File: config.mk
export PLATFORM = sky130hd
export DESIGN_NAME = operand_normalizer_flat
export DESIGN_NICKNAME = d
export VERILOG_FILES = /design/src/rtl/operand_normalizer_pkg.sv /design/src/rtl/operand_normalizer_if.sv /design/src/rtl/operand_normalizer_lod.sv /design/src/rtl/operand_normalizer.sv /design/src/flat_wrapper.sv
export SDC_FILE = /design/constraint.sdc
export NUM_CORES = 1
export LEC_CHECK = 0
export CORE_ASPECT_RATIO = 2
export CORE_MARGIN = 8
export CORE_UTILIZATION = 29
export CTS_BUF_LIST = sky130_fd_sc_hd__clkbuf_16
export CTS_CLUSTER_DIAMETER = 120
export DETAILED_ROUTE_END_ITERATION = 10
export REMOVE_ABC_BUFFERS = 1
export SLEW_MARGIN = 20
export SYNTH_ARGS = -nofsm -noshare
export SYNTH_HDL_FRONTEND = slang
export SYNTH_HIERARCHICAL = 1
export SYNTH_SLANG_ARGS = --single-unit
File: constraint.sdc
create_clock -name clk -period 2.3 [get_ports clk]
set_input_delay 0.23 -clock clk [delete_from_list [all_inputs] [get_ports clk]]
set_output_delay 0.23 -clock clk [all_outputs]
set_load 0.01 [all_outputs]
File: src/rtl/operand_normalizer_pkg.sv
// Shared definitions for the normalizer / shifter / multiplier slice:
// default operand and mantissa widths, the shift-amount width derivation,
// and the packed result record passed between the datapath blocks.
package norm_pkg;

    localparam int unsigned DEF_WIDTH = 8;
    localparam int unsigned DEF_K     = 4;

    // Width needed to hold a bit index of a WIDTH-bit operand.
    function automatic int unsigned shw_of(input int unsigned width);
        return (width < 2) ? 1 : $clog2(width);
    endfunction

    localparam int unsigned DEF_SHW = shw_of(DEF_WIDTH);

    typedef struct packed {
        logic [DEF_K-1:0]   mant;
        logic [DEF_SHW-1:0] shift;
        logic               zero;
    } norm_result_t;

endpackage

File: src/rtl/operand_normalizer_if.sv
// Operand-in / result-out handshake bundle for operand_normalizer.
// slave  : the normalizer side (accepts operands, produces results).
// master : the producer/consumer side that drives operands and out_ready.
interface operand_normalizer_if #(
    parameter int unsigned WIDTH = norm_pkg::DEF_WIDTH,
    parameter int unsigned K     = norm_pkg::DEF_K,
    parameter int unsigned SHW   = norm_pkg::shw_of(WIDTH)
);

    logic             in_valid;
    logic             in_ready;
    logic [WIDTH-1:0] in_data;

    logic             out_valid;
    logic             out_ready;
    logic [K-1:0]     out_mant;
    logic [SHW-1:0]   out_shift;
    logic             out_zero;

    modport master (
        output in_valid,
        output in_data,
        input  in_ready,
        input  out_valid,
        output out_ready,
        input  out_mant,
        input  out_shift,
        input  out_zero
    );

    modport slave (
        input  in_valid,
        input  in_data,
        output in_ready,
        output out_valid,
        input  out_ready,
        output out_mant,
        output out_shift,
        output out_zero
    );

endinterface

File: src/rtl/operand_normalizer_lod.sv
// Combinational leading-one detector: index of the most significant set bit
// of data, plus a flag for an all-zero operand (index reads 0 in that case).
module lod_priority #(
    parameter int unsigned WIDTH = norm_pkg::DEF_WIDTH,
    parameter int unsigned SHW   = norm_pkg::shw_of(WIDTH)
) (
    input  logic [WIDTH-1:0] data,
    output logic [SHW-1:0]   lead,
    output logic             zero
);

    // Scan upward so the highest set bit is the last one to claim lead.
    always_comb begin
        lead = '0;
        for (int unsigned i = 0; i < WIDTH; i++) begin
            if (data[i]) begin
                lead = SHW'(i);
            end
        end
        zero = ~|data;
    end

endmodule

File: src/rtl/operand_normalizer.sv
// Two-stage leading-one normalizer. Stage 1 registers the operand with its
// leading-one index; stage 2 truncates to a K-bit mantissa aligned at that
// leading one, forces the LSB when bits were dropped, and reports the right
// shift so a downstream shifter can restore the magnitude.
module operand_normalizer
    import norm_pkg::*;
#(
    parameter int unsigned WIDTH = DEF_WIDTH,
    parameter int unsigned K     = DEF_K
) (
    input  logic                 clk,
    input  logic                 rst_n,
    operand_normalizer_if.slave  bus
);

    localparam int unsigned SHW = shw_of(WIDTH);

    // Whole pipeline advances together; a stalled output freezes stage 1 too.
    logic             en;

    logic [SHW-1:0]   lod_lead;
    logic             lod_zero;

    logic             s1_valid;
    logic [WIDTH-1:0] s1_data;
    logic [SHW-1:0]   s1_lead;
    logic             s1_zero;

    logic [K-1:0]     s2_mant;
    logic [SHW-1:0]   s2_shift;

    logic             out_valid_q;
    logic [K-1:0]     out_mant_q;
    logic [SHW-1:0]   out_shift_q;
    logic             out_zero_q;

    assign en           = !out_valid_q || bus.out_ready;
    assign bus.in_ready = en;

    assign bus.out_valid = out_valid_q;
    assign bus.out_mant  = out_mant_q;
    assign bus.out_shift = out_shift_q;
    assign bus.out_zero  = out_zero_q;

    lod_priority #(
        .WIDTH (WIDTH),
        .SHW   (SHW)
    ) u_lod (
        .data (bus.in_data),
        .lead (lod_lead),
        .zero (lod_zero)
    );

    // Stage 1: capture operand, leading-one index and zero flag.
    always_ff @(posedge clk or negedge rst_n) begin
        if (!rst_n) begin
            s1_valid <= 1'b0;
            s1_data  <= '0;
            s1_lead  <= '0;
            s1_zero  <= 1'b0;
        end else if (en) begin
            s1_valid <= bus.in_valid;
            s1_data  <= bus.in_data;
            s1_lead  <= lod_lead;
            s1_zero  <= lod_zero;
        end
    end

    // Stage 2 datapath: shift amount, mantissa window and LSB forcing.
    always_comb begin
        s2_shift = '0;
        s2_mant  = s1_data[K-1:0];
        if (int'(s1_lead) > int'(K) - 1) begin
            s2_shift   = s1_lead - SHW'(K - 1);
            s2_mant    = K'(s1_data >> s2_shift);
            s2_mant[0] = 1'b1;
        end
    end

    // Stage 2: output registers, held while the consumer stalls.
    always_ff @(posedge clk or negedge rst_n) begin
        if (!rst_n) begin
            out_valid_q <= 1'b0;
            out_mant_q  <= '0;
            out_shift_q <= '0;
            out_zero_q  <= 1'b0;
        end else if (en) begin
            out_valid_q <= s1_valid;
            out_mant_q  <= s2_mant;
            out_shift_q <= s2_shift;
            out_zero_q  <= s1_zero;
        end
    end

endmodule

File: src/flat_wrapper.sv
// flat-port wrapper written by rule: the top's interface ports become plain ports
module operand_normalizer_flat import norm_pkg::*;
#(
    parameter int unsigned WIDTH = DEF_WIDTH,
    parameter int unsigned K     = DEF_K
)
  (clk, rst_n, bus_in_valid, bus_in_data, bus_in_ready, bus_out_valid, bus_out_ready, bus_out_mant, bus_out_shift, bus_out_zero);
  operand_normalizer_if #(.WIDTH(WIDTH), .K(K)) bus_i ();
  input  logic clk;
  input  logic rst_n;
  input wire logic [$bits(bus_i.in_valid)-1:0] bus_in_valid;
  input wire logic [$bits(bus_i.in_data)-1:0] bus_in_data;
  output wire logic [$bits(bus_i.in_ready)-1:0] bus_in_ready;
  output wire logic [$bits(bus_i.out_valid)-1:0] bus_out_valid;
  input wire logic [$bits(bus_i.out_ready)-1:0] bus_out_ready;
  output wire logic [$bits(bus_i.out_mant)-1:0] bus_out_mant;
  output wire logic [$bits(bus_i.out_shift)-1:0] bus_out_shift;
  output wire logic [$bits(bus_i.out_zero)-1:0] bus_out_zero;
  assign bus_i.in_valid = bus_in_valid;
  assign bus_i.in_data = bus_in_data;
  assign bus_in_ready = bus_i.in_ready;
  assign bus_out_valid = bus_i.out_valid;
  assign bus_i.out_ready = bus_out_ready;
  assign bus_out_mant = bus_i.out_mant;
  assign bus_out_shift = bus_i.out_shift;
  assign bus_out_zero = bus_i.out_zero;
  operand_normalizer #(.WIDTH(WIDTH), .K(K)) u_core (.clk(clk), .rst_n(rst_n), .bus(bus_i));
endmodule
After elaboration in Yosys (flattened, before gate mapping)
Cells that the tools add are included.
- output and inout bits: 10
- word-level logic and storage cells: 24
- input bits: 12
- flip-flop bits (word level): 22
- mux-type cells: 9
- magnitude comparators: 1
- shift-type cells: 1
- reductions and logical operators: 4
- add/subtract/negate cells: 1
- operators with widths (operator ; count):
    $mux 3 ; 7
    $reduce_or 8->1 ; 1
    $shr 8x3->4 ; 1
    $mux 4 ; 1
    $gt 3x2->1 const B ; 1
    $sub 3x2->3 const B ; 1
    $logic_not 1->1 ; 2
    $logic_or 1x1->1 ; 1
    $mux 1 ; 1

Depth between registers and ports, before layout
- word-level depth: 7
- gate-level depth with buffers: 6
- mapped depth without buffers: 6

Cells and area by module
The synthesis kept the hierarchy.
- by module, submodules not included (module ; sequential area each (µm²) ; area each (µm²) ; cells an instance ; instances):
    operand_normalizer ; 550.5 ; 1056.0 ; 112 ; 1
    lod_priority ; 0.0 ; 67.6 ; 11 ; 1

Worst setup path before layout
No wires, ideal clock.
- path kind: flip-flop to flip-flop
- start: register u_core.s1_lead[0]
- end: register u_core.out_mant_q[2], in the netlist u_core/bus.out_mant[2]
- arrival: 1560 ps
- library setup time: 124 ps
- path buffers: 1
- setup slack: 616 ps
- required time: 2176 ps
- cell stages (with the launch flop): 6
- clock period less this slack: 1684 ps
- cells stage by stage: dfrtp_1 ha_1 buf_6 mux4_2 a211oi_2 o21ai_1
- cells in the longest elaborated chain, start to end: 3
- elaborated cells on any way between the ends: 4
- those cells by class: add/sub (1); order compare (1); shift (1); mux (1)
- RTL lines (what ; line ; RTL):
    start, declared ; operand_normalizer.sv:26 ; logic [SHW-1:0] s1_lead;
    start signal, assigned ; operand_normalizer.sv:64 ; s1_lead <= lod_lead;
    $sub 3x2->3 ; operand_normalizer.sv:74 ; s2_shift = s1_lead - SHW'(K - 1);
    $shr 8x3->4 ; operand_normalizer.sv:75 ; s2_mant = K'(s1_data >> s2_shift);
    $mux 4 * ; operand_normalizer.sv:73 ; if (int'(s1_lead) > int'(K) - 1) begin
    end signal, assigned ; operand_normalizer.sv:89 ; out_mant_q <= s2_mant;
    end, declared ; operand_normalizer.sv:33 ; logic [K-1:0] out_mant_q;
Every way passes the cells marked *; elsewhere a longest branch is shown, timed or not.
A chain may end at the register's enable or synchronous reset.

Worst setup path after layout
Same ends and word-level chain as after synthesis.

==> results.md <==
* Clk_skew at 1.69 ps
* Post-CTS Hold Fix Bufs at 0
* Worst Max-Slew Pin Slew at 353 ps
* CTS tree: done
* Max FO, Critical Path at 10
* Initial antenna violation count at 0
* Max_cap viols at 0
* PwrDens at 942 nW/um^2
* Clk root buf: clkbuf_16
* Setup Slack @ Placement at 270 ps
* CTS buffer count at 3
* P_sw at 0.000376 W
* Post-synth ARST share at 100%
* Fin nets at 159
* # Post-CTS Setup Buffers at 0
* Most area-hungry cell type in the Yosys netlist: dfrtp_1
* Ys Warns at 6
* CTS clk-pin slew, worst paths at 60 ps
* Crit path kind: register to register
* Largest net degree at the start of global routing at 23
* CP cell instances: ha_1 > mux4_2 > a211oi_2 > o21ai_1
* Multi-input gate area at 513 sq um
* GR Util All Layers at 8.87%
* Syn-to-layout area delta at 32.1%
* Cts repair resizes at 0
* Synth Area per Inst at 9.13 sq um
* Slew Viols, Final at 0
* Io pins at 22
* Share of layout cells above drive strength 1 at 10.4%
* Vias in the first global route at 854
* DRC violations left at 0
* Type of the most critical hold path: input port to async pin
* Final setup margin at 275 ps
* Crit-path max cell delay at 560 ps
* RSZ-0062 raised after global routing: false
* Count leader, synth: nand2_1
* Core area at 3800 sq um
* Leak pwr at 0.688 nW
* Post-route cell area at 1480 sq um
* Gr ovfl total at 0
* Final Core Density at 39.0%
* Diodes inserted at 0
* CP Launch Type: register
* Status: finished, final reports clean
* CTS Sinks at 22
* Clk pwr share at 34.8%
* Final Hold Vio Count at 0
* Dpl cell area at 1380 sq um
* Gate Count Post-Synth at 123
* Critical path origin: u_core/s1_lead[0]$_DFFE_PN0P_
* Fin crit share at 88.0%
* Setup TNS at 0 ps
* FF/Latch Area at 551 sq um
* # fillers at 388
* H-tree depth at 1
* Internal power at 0.00102 W
* Reg2reg start: u_core/s1_lead[0]$_DFFE_PN0P_
* Top cell type's share of synthesized area at 49.0%
* Sequential Power Share at 36.6%
* RePlAce Congestion at 0.875
* Minimum clock period at 2030 ps
* Die X at 60.0 um
* First-pass GRT wire length at 4130 um
* Most frequent cells after synthesis: nand2_1, dfrtp_1
* Dpl cells at 191
* Initial Utilization at 29.5%
* Num rows at 32
* Number of flops mapped to enable cells by yosys at 0
* Yosys cell types at 25
* Endpoints failing setup at 0
* Top post-synthesis cells by area: dfrtp_1, nand2_1, mux4_2
* Switching part of the total power at 26.9%
* Post-route ant nets at 0
* Via count at 897
* Number of port buffers at 21
* Power share of the combinational group at 28.6%
* Die area at 6240 sq um
* VDD IR max at 0.416 mV
* Mapped Area at 1120 sq um
* Fmax at 494 MHz
* Sequential share of the synthesized area at 49.0%
* Final WL at 2440 um
* Skew-Pair Late Insertion Delay at 260 ps
* Drt via density at 4.60
* Slew margin rel. at 76.5%
* Dpl hpwl at 1920 um
* 1st-iter DRT viols at 37
* Critical Path AT at 2160 ps
* Crit. End Element: register
* Synth Flop Type: dfrtp_1
* #FFs+latches synth at 22
* Drt first pass iters at 4
* Die height at 104 um
* Crit-path slowest cell: mux4_2
* Clk buf depth at 2
* Critical Path RT at 2440 ps
* Wire length per cell at 12.5 um
* Non-filler cells, final at 195
-- metrics by stage --
step                      total power, W  hold WS [ps]
after CTS                        0.00142           321
after global routing             0.00148           350
after global placement          0.000912           442
after floorplan                 0.000741         -65.6
after detailed placement        0.000929           447
final                            0.00140           314
-- final cells by class --
type | instances | area share, %
Multi-Input combinational cell | 89 | 34.6
Tap cell | 51 | 4.30
Inverter | 5 | 1.26
Clock inverter | 1 | 2.02
Sequential cell | 22 | 37.1
Timing Repair Buffer | 24 | 15.7
Clock buffer | 3 | 5.06
-- power by group through the flow --
stage          combinational [W]  clock, W  sequential, W
6_report                0.000399  0.000487       0.000512
3_5_place_dp            0.000407         0       0.000522
4_1_cts                 0.000407  0.000497       0.000514
5_1_grt                 0.000441  0.000512       0.000526
2_1_floorplan           0.000209         0       0.000533
3_3_place_gp            0.000397         0       0.000516
-- cells in the final DEF (no fill, tap or decap) --
cell type         n
nand2_1          48
o211a_1           1
or2_1             1
mux4_2            3
clkbuf_16         3
nor2_2            1
nor3_1            1
bufinv_16         1
nor2b_1           1
ha_1              2
inv_1             5
nor2_1            5
nand2_2           1
a21oi_1           5
and3b_1           1
and4b_1           1
o21ai_1           5
dfrtp_1          22
o21ai_0           3
mux2i_1           1
a211oi_2          2
nor4b_2           1
buf_4             3
nand2b_1          1
o31ai_1           4
mux2_1            1
clkdlybuf4s50_1  21
-- registers in the layout, indices dropped and copies added (netlist names) --
signal and count:
u_core/s1_zero 1, u_core/bus.out_shift 3, u_core/bus.out_zero 1, u_core/s1_valid 1, u_core/bus.out_valid 1, u_core/bus.out_mant 4
u_core/s1_lead 3, u_core/s1_data 8
-- logic make-up (layout without fill, tap and decap cells) --
family | count (synthesis) | after routing | synth area share (%)
muxes | 5 | 5 | 7.91
DFF | 22 | 22 | 49.0
adders and majority gates | 2 | 2 | 2.23
and+or+nand+nor | 62 | 62 | 23.9
AOI/OAI and AO/OA | 20 | 20 | 11.6
buffers and inverters | 12 | 33 | 5.35
-- path summary, 6_finish.rpt --
path,to,cells after the start,slack (ps)
worst max register to register,u_core/bus.out_mant[2]$_DFFE_PN0P_,4,270
worst max-delay path,u_core/bus.out_mant[2]$_DFFE_PN0P_,4,270
max in group asynchronous,u_core/s1_data[0]$_DFFE_PN0P_,2,1760
min in group clk,u_core/s1_valid$_DFFE_PN0P_,2,460
worst min-delay path,u_core/s1_data[4]$_DFFE_PN0P_,2,310
worst min register to register,u_core/s1_valid$_DFFE_PN0P_,2,460
-- critical path, delay by kind of cell, from the launching register on --
kind	cells	cell delay, ps
flip-flops	1	500
adder cells (fa/ha/maj)	1	520
multiplexers	1	560
AO/OA/AOI/OAI	2	330
-- metal layers --
metal  global-route usage, %  up-vias  wire, um
met5                       0        -         0
met1                    8.33      425       842
met3                    2.48        5       154
met4                    6.37        0        76
met2                    15.3       19      1370
li1                        -      448         -
No activity file was read; power rests on OpenSTA's default activity.
